<file path="config.mk">
export PLATFORM = sky130hd
export DESIGN_NAME = hazard_scoreboard
export DESIGN_NICKNAME = d
export VERILOG_FILES = /design/src/rtl/hazard_pkg.sv /design/src/rtl/hazard_scoreboard_sb_entry.sv /design/src/rtl/hazard_scoreboard.sv
export SDC_FILE = /design/constraint.sdc
export NUM_CORES = 1
export LEC_CHECK = 0
export BUFFER_PORTS_ARGS = -buffer_cell sky130_fd_sc_hd__buf_4
export CAP_MARGIN = 40
export CORE_MARGIN = 3
export CORE_UTILIZATION = 35
export DETAILED_ROUTE_END_ITERATION = 10
export PLACE_DENSITY = 0.48
export SLEW_MARGIN = 25
export SYNTH_ARGS = -nofsm -noshare
export SYNTH_HDL_FRONTEND = slang
export SYNTH_HIERARCHICAL = 1
export SYNTH_SLANG_ARGS = --single-unit
</file>
<file path="constraint.sdc">
create_clock -name CLK -period 4.9 [get_ports CLK]
set_input_delay 0 -clock CLK [delete_from_list [all_inputs] [get_ports CLK]]
set_output_delay 0 -clock CLK [all_outputs]
set_load 0.02 [all_outputs]
</file>
<file path="src/rtl/hazard_pkg.sv">
// Shared definitions for the hazard scoreboard.
//   NREG_DEF / LAT_W_DEF : default register count and latency-field width
//   LAT_ALU / LAT_LOAD / LAT_MUL : typical result latencies seen by decode
//   eff_lat()            : latency 0 is treated as 1
package hazard_pkg;

   localparam int unsigned NREG_DEF  = 32;
   localparam int unsigned LAT_W_DEF = 3;

   localparam int unsigned LAT_ALU  = 1;
   localparam int unsigned LAT_LOAD = 2;
   localparam int unsigned LAT_MUL  = 4;

   function automatic int unsigned eff_lat(input int unsigned lat);
      return (lat == 0) ? 1 : lat;
   endfunction

endpackage

</file>
<file path="src/rtl/hazard_scoreboard_sb_entry.sv">
// sb_entry: one scoreboard countdown register.
// Ports:
//   clk, rst  : clock, synchronous active-high clear
//   load      : load load_val this cycle (takes priority over decrement)
//   load_val  : cycles until the result becomes forwardable
//   cnt       : current countdown, decrements toward 0 while nonzero
module sb_entry
   import hazard_pkg::*;
#(
   parameter int unsigned LAT_W = LAT_W_DEF
) (
   input  logic             clk,
   input  logic             rst,
   input  logic             load,
   input  logic [LAT_W-1:0] load_val,
   output logic [LAT_W-1:0] cnt
);

   always_ff @(posedge clk) begin
      if (rst)
         cnt <= '0;
      else if (load)
         cnt <= load_val;
      else if (cnt != '0)
         cnt <= cnt - 1'b1;
   end

endmodule

</file>
<file path="src/rtl/hazard_scoreboard.sv">
// hazard_scoreboard: per-register scoreboard stall/flush controller.
// Tracks outstanding result latency per architectural register and stalls
// Decode until every used operand is forwardable (or, for a branch resolved
// in Decode, fully written back) and no write-after-write ordering is broken.
// Ports:
//   CLK, RST        : clock, synchronous active-high reset
//   IssueD          : valid instruction in Decode
//   RsD/RtD, UsesRsD/UsesRtD : source operands and their use flags
//   BranchD         : operands needed in Decode (branch compare)
//   JumpD           : jump in Decode (only acts through PCSrcTakenD)
//   PCSrcTakenD     : redirect this cycle
//   RegWriteD/DestD/LatencyD : destination write and its latency
//   StallF/StallD/FlushD/FlushE : pipeline control
//   BusyMask        : per-register pending flags
//   StallCount/FlushCount : saturating event counters, present only when
//                    HAZARD_SB_STATS_EN is defined
module hazard_scoreboard
   import hazard_pkg::*;
#(
   parameter int unsigned NREG   = NREG_DEF,
   parameter int unsigned REG_AW = $clog2(NREG),
   parameter int unsigned LAT_W  = LAT_W_DEF
) (
   input  logic              CLK,
   input  logic              RST,
   input  logic              IssueD,
   input  logic [REG_AW-1:0] RsD,
   input  logic [REG_AW-1:0] RtD,
   input  logic              UsesRsD,
   input  logic              UsesRtD,
   input  logic              BranchD,
   input  logic              JumpD,
   input  logic              PCSrcTakenD,
   input  logic              RegWriteD,
   input  logic [REG_AW-1:0] DestD,
   input  logic [LAT_W-1:0]  LatencyD,
   output logic              StallF,
   output logic              StallD,
   output logic              FlushD,
   output logic              FlushE,
   output logic [NREG-1:0]   BusyMask
`ifdef HAZARD_SB_STATS_EN
   ,
   output logic [31:0]       StallCount,
   output logic [31:0]       FlushCount
`endif
);

   logic [LAT_W-1:0] cnt [NREG];
   logic [LAT_W-1:0] lat_eff;
   logic             rs_ready;
   logic             rt_ready;
   logic             waw;
   logic             hazard;
   logic             accept;
   logic             redirect;

   assign cnt[0]  = '0;
   assign lat_eff = LAT_W'(eff_lat(32'(LatencyD)));

   for (genvar r = 1; r < NREG; r++) begin : g_entry
      sb_entry #(.LAT_W(LAT_W)) u_entry (
         .clk      (CLK),
         .rst      (RST),
         .load     (accept && (DestD == REG_AW'(r))),
         .load_val (lat_eff),
         .cnt      (cnt[r])
      );
   end

   // A jump is already folded into PCSrcTakenD; this term is redundant.
   assign redirect = PCSrcTakenD | (JumpD & PCSrcTakenD);

   always_comb begin
      rs_ready = 1'b1;
      rt_ready = 1'b1;
      // Branch operands are compared in Decode, so the value must already be
      // written (cnt==0); Execute consumers can take it from the bypass (<=1).
      if (UsesRsD)
         rs_ready = BranchD ? (cnt[RsD] == '0) : (cnt[RsD] <= LAT_W'(1));
      if (UsesRtD)
         rt_ready = BranchD ? (cnt[RtD] == '0) : (cnt[RtD] <= LAT_W'(1));
      waw    = RegWriteD && (DestD != '0) && (cnt[DestD] > lat_eff);
      hazard = IssueD && (!rs_ready || !rt_ready || waw);
      accept = IssueD && !hazard && RegWriteD && (DestD != '0);
   end

   always_comb begin
      StallF = hazard;
      StallD = hazard;
      FlushE = hazard;
      // A stalled branch has not resolved yet, so it must not flush.
      FlushD = IssueD && redirect && !hazard;
   end

   always_comb begin
      for (int unsigned r = 0; r < NREG; r++)
         BusyMask[r] = (cnt[r] != '0);
   end

`ifdef HAZARD_SB_STATS_EN
   always_ff @(posedge CLK) begin
      if (RST) begin
         StallCount <= '0;
         FlushCount <= '0;
      end else begin
         if (hazard && (StallCount != '1))
            StallCount <= StallCount + 32'd1;
         if (FlushD && (FlushCount != '1))
            FlushCount <= FlushCount + 32'd1;
      end
   end
`endif

endmodule

</file>
==> impl_results.md <==
* Outcome: finished, final reports clean
* Post-synth top flop: dfxtp_1
* Hold Violations, Final at 0
* CP Max Fanout at 15
* Setup_tns at 0 ns
* Largest Register: g_entry.u_entry/cnt
* CTS Buf Count at 9
* Number of synthesized flops with an enable pin at 0
* PnR worst setup slack at around 0.83 ns
* Layout cells sized above 1 at 19.29%
* Post-layout power at 5.895 mW
* Max reg flops at 93
* Standard-cell rows at 57
* Leading area contributor after synthesis: dfxtp_1
* Final core utilization at 41.16%
* Yosys cell types at 60
* DRT iter0 DRCs at 589
* Global-route total usage across every layer at a little under a fifth
* GP Congestion at 0.8524
* Initial antenna violation count at 0
* Worst hold path class: in2reg
* Area fraction of the dominant cell type after synthesis at 20.77%
* Data arrival, critical path at between 4 and 5 ns
* Synth area leaders: dfxtp_1, nor2b_1, mux4_2
* Clk root buf: clkbuf_16
* Final Max Slew Viols at 0
* Setup Skew at about 0.011 ns
* Top Family by Delay on Critical Path: multiplexers
* Critical path, cell by cell: mux4_2 -> mux4_2 -> mux2_2 -> ha_1 -> a21o_1 -> a21oi_1 -> nor3_1 -> or4b_1 -> buf_4 -> nor4_1 -> buf_4 -> nor2b_1 -> a2111oi_1
* Placed insts at 1,355
* Vias/cell at 5.687
* TritonCTS clock tree: done
* Largest net degree at the start of global routing at 53
* Core area at 24,750 sq um
* Peak VDD IR at 0.2728 mV
* Critical path origin: g_entry[15].u_entry/cnt[1]$_SDFFE_PP0P_
* CP endpoint kind: flip-flop
* MaxCap Viol Count at 0
* Most frequent cell after synthesis: nor2b_1
* First-pass GRT wire length at roughly 42 mm
* Worst endpoint required time at 5.14 ns
* Hold Buf Count CTS at 0
* Setup violators final at 0
* Slowest CP cell: mux4_2
* # diodes at 0
* # DRC at 0
* Post-cts sizing count at 0
* Reg2reg start: g_entry[15].u_entry/cnt[1]$_SDFFE_PP0P_
* Overflow after GRT at 0
* Mapped Area at 8962 sq um
* Post-synth ARST share at 0%
* Hpwl dp at 18.81 mm
* Worst Max-Slew Pin Slew at 0.7708 ns
* DR pass1 iterations at 5
* R2R cell count at 13
* Number of port buffers at 60
* Postcts setup bufs at 0
* Unrepaired setup endpoints after global routing: no
* Kind of start point of the critical path: flip-flop
* Slowest Stage Delay on Critical Path at slightly above 0.5 ns
* Flop-to-flop setup slack at 0.83 ns
* Fin crit period at 4.066 ns
* Post-Syn Instances at 973
* H-Tree Level Count at 3
* WL per Instance at between 15 and 20 um
* Synth warnings at 6
* FMAX at 245.9 MHz
* Num ports at 63
* Die ar. at between 20,000 and 30,000 sq um
* Detail Route Antenna Nets at 0
* Critical path destination: g_entry[5].u_entry/cnt[1]$_SDFFE_PP0P_
* Largest registers: g_entry.u_entry/cnt x93
* Classification of the worst setup path: reg2reg
* Vias post-DR at 7,797
* CP Depth at 13
* CTS clk-pin slew, worst paths at roughly 0.080 ns
* Starting Density at 36.22%
* Layout area overhead at 13.67%
* Pwr Density at 578.7 nW/um^2
* Critical path buffers and inverters at 2
* #FFs+latches synth at slightly above 90
* Clock Sinks at 93
* Leak pwr at between 3 and 4 nW
* Worst skew pair latency at 0.36 ns
* Setup WS pre-CTS at between 0.6 and 0.7 ns
* Relative slew margins at 48.62%
* Vias in the first global route at 7,396
* Bufs on Longest Clock Path at 2
* Die height at between 150 and 200 um
* Synth top cells by count: nor2b_1, inv_1, dfxtp_1, ha_1, nor4b_1
* Avg Cell Area, Syn at between 9 and 10 sq um
* WL final at 26.97 mm
* Crit Reg-Reg Endpoint: g_entry[5].u_entry/cnt[1]$_SDFFE_PP0P_
* Period utilisation layout at 82.99%
* Post-synth net total at 1,065
* Die X at 166.0 um
* Fin cells at 1,371
* Final Net Count at around 1,100
* Post-synthesis sequential area ratio at roughly a fifth
==> layout make-up <==
cell class                 count  area [sq um]
fill                        2478         14560
inverter                     103         386.6
sequential                    93          1862
multi-input combinational    739          6524
timing repair buffer          96         720.7
clock inverter                 4         32.53
tap                          324         405.4
clock buffer                  12         256.5
==> cells in the final DEF, fill, tap and decap left out, types with 3 or more instances in the layout <==
master     netlist  routed
nor2b_1        158     158
or2_2            3       3
dfxtp_1         93      93
a311oi_2        31      31
clkbuf_16        0       9
or2b_1          31      31
nor4b_1         63      63
ha_1            65      65
or3_1           32      32
a211o_1          3       3
mux4_2          43      43
nand2b_1        37      37
a2111oi_1       62      62
nor4_1           6       6
nand2_1         16      16
a31oi_1          3       3
nor3_1          40      40
mux2_2           9       9
inv_1          102     102
a221oi_1         3       3
a211oi_1         5       5
a21oi_1          8       8
or3b_1          31      31
o21ai_0          7       7
nand3_1          5       5
mux2i_1          8       8
nand4_1          5       5
buf_4            4      96
a311oi_1         4       4
nor2_1          30      30
==> cell families (layout without fill, tap and decap cells) <==
family | count (synthesis) | count (layout) | share of synthesized area, %
DFF | 93 | 93 | 20.77
adders and majority gates | 65 | 65 | 9.074
muxes | 61 | 61 | 13.12
AOI/OAI and AO/OA | 146 | 146 | 16.43
other | 1 | 1 | 0.04184
buffers and inverters | 141 | 215 | 6.561
and+or+nand+nor | 466 | 466 | 33.99
==> worst min-delay path, cell delays in order <==
cell and delay, ns:
buf_4 0.28, nor2b_1 0.17, a2111oi_1 0.06
==> stage by stage <==
step                hold WS [ns]  cell area (sq um)
floorplan                0.06786               8962
global placement          0.3452               9898
detailed placement        0.3418               9898
CTS                       0.2098              10190
global route              0.2295              10190
finish                    0.2093              10190
==> how the worst min path moves through the flow <==
stage | startpoint | to | cells after the start
finish | LatencyD[1] | g_entry[17].u_entry/cnt[1]$_SDFFE_PP0P_ | 3
global route | LatencyD[1] | g_entry[20].u_entry/cnt[1]$_SDFFE_PP0P_ | 3
CTS | LatencyD[1] | g_entry[16].u_entry/cnt[1]$_SDFFE_PP0P_ | 3
detailed placement | PCSrcTakenD | FlushD | 3
global placement | PCSrcTakenD | FlushD | 3
floorplan | RST | g_entry[10].u_entry/cnt[2]$_SDFFE_PP0P_ | 1
==> power breakdown <==
part	internal, mW	switching [mW]	leakage (nW)
combinational	1.85	1.59	2.82
sequential	1.10	0.638	0.773
clock	0.375	0.341	0.135
total	3.32	2.57	3.73
==> metal layers <==
metal  part of all wire, %  global-route usage [%]
met5                     0                       0
met4                   1.6                   4.412
met3                   4.5                   3.023
met2                    45                   30.17
met1                    49                   27.66
No activity file was read; power rests on OpenSTA's default activity.
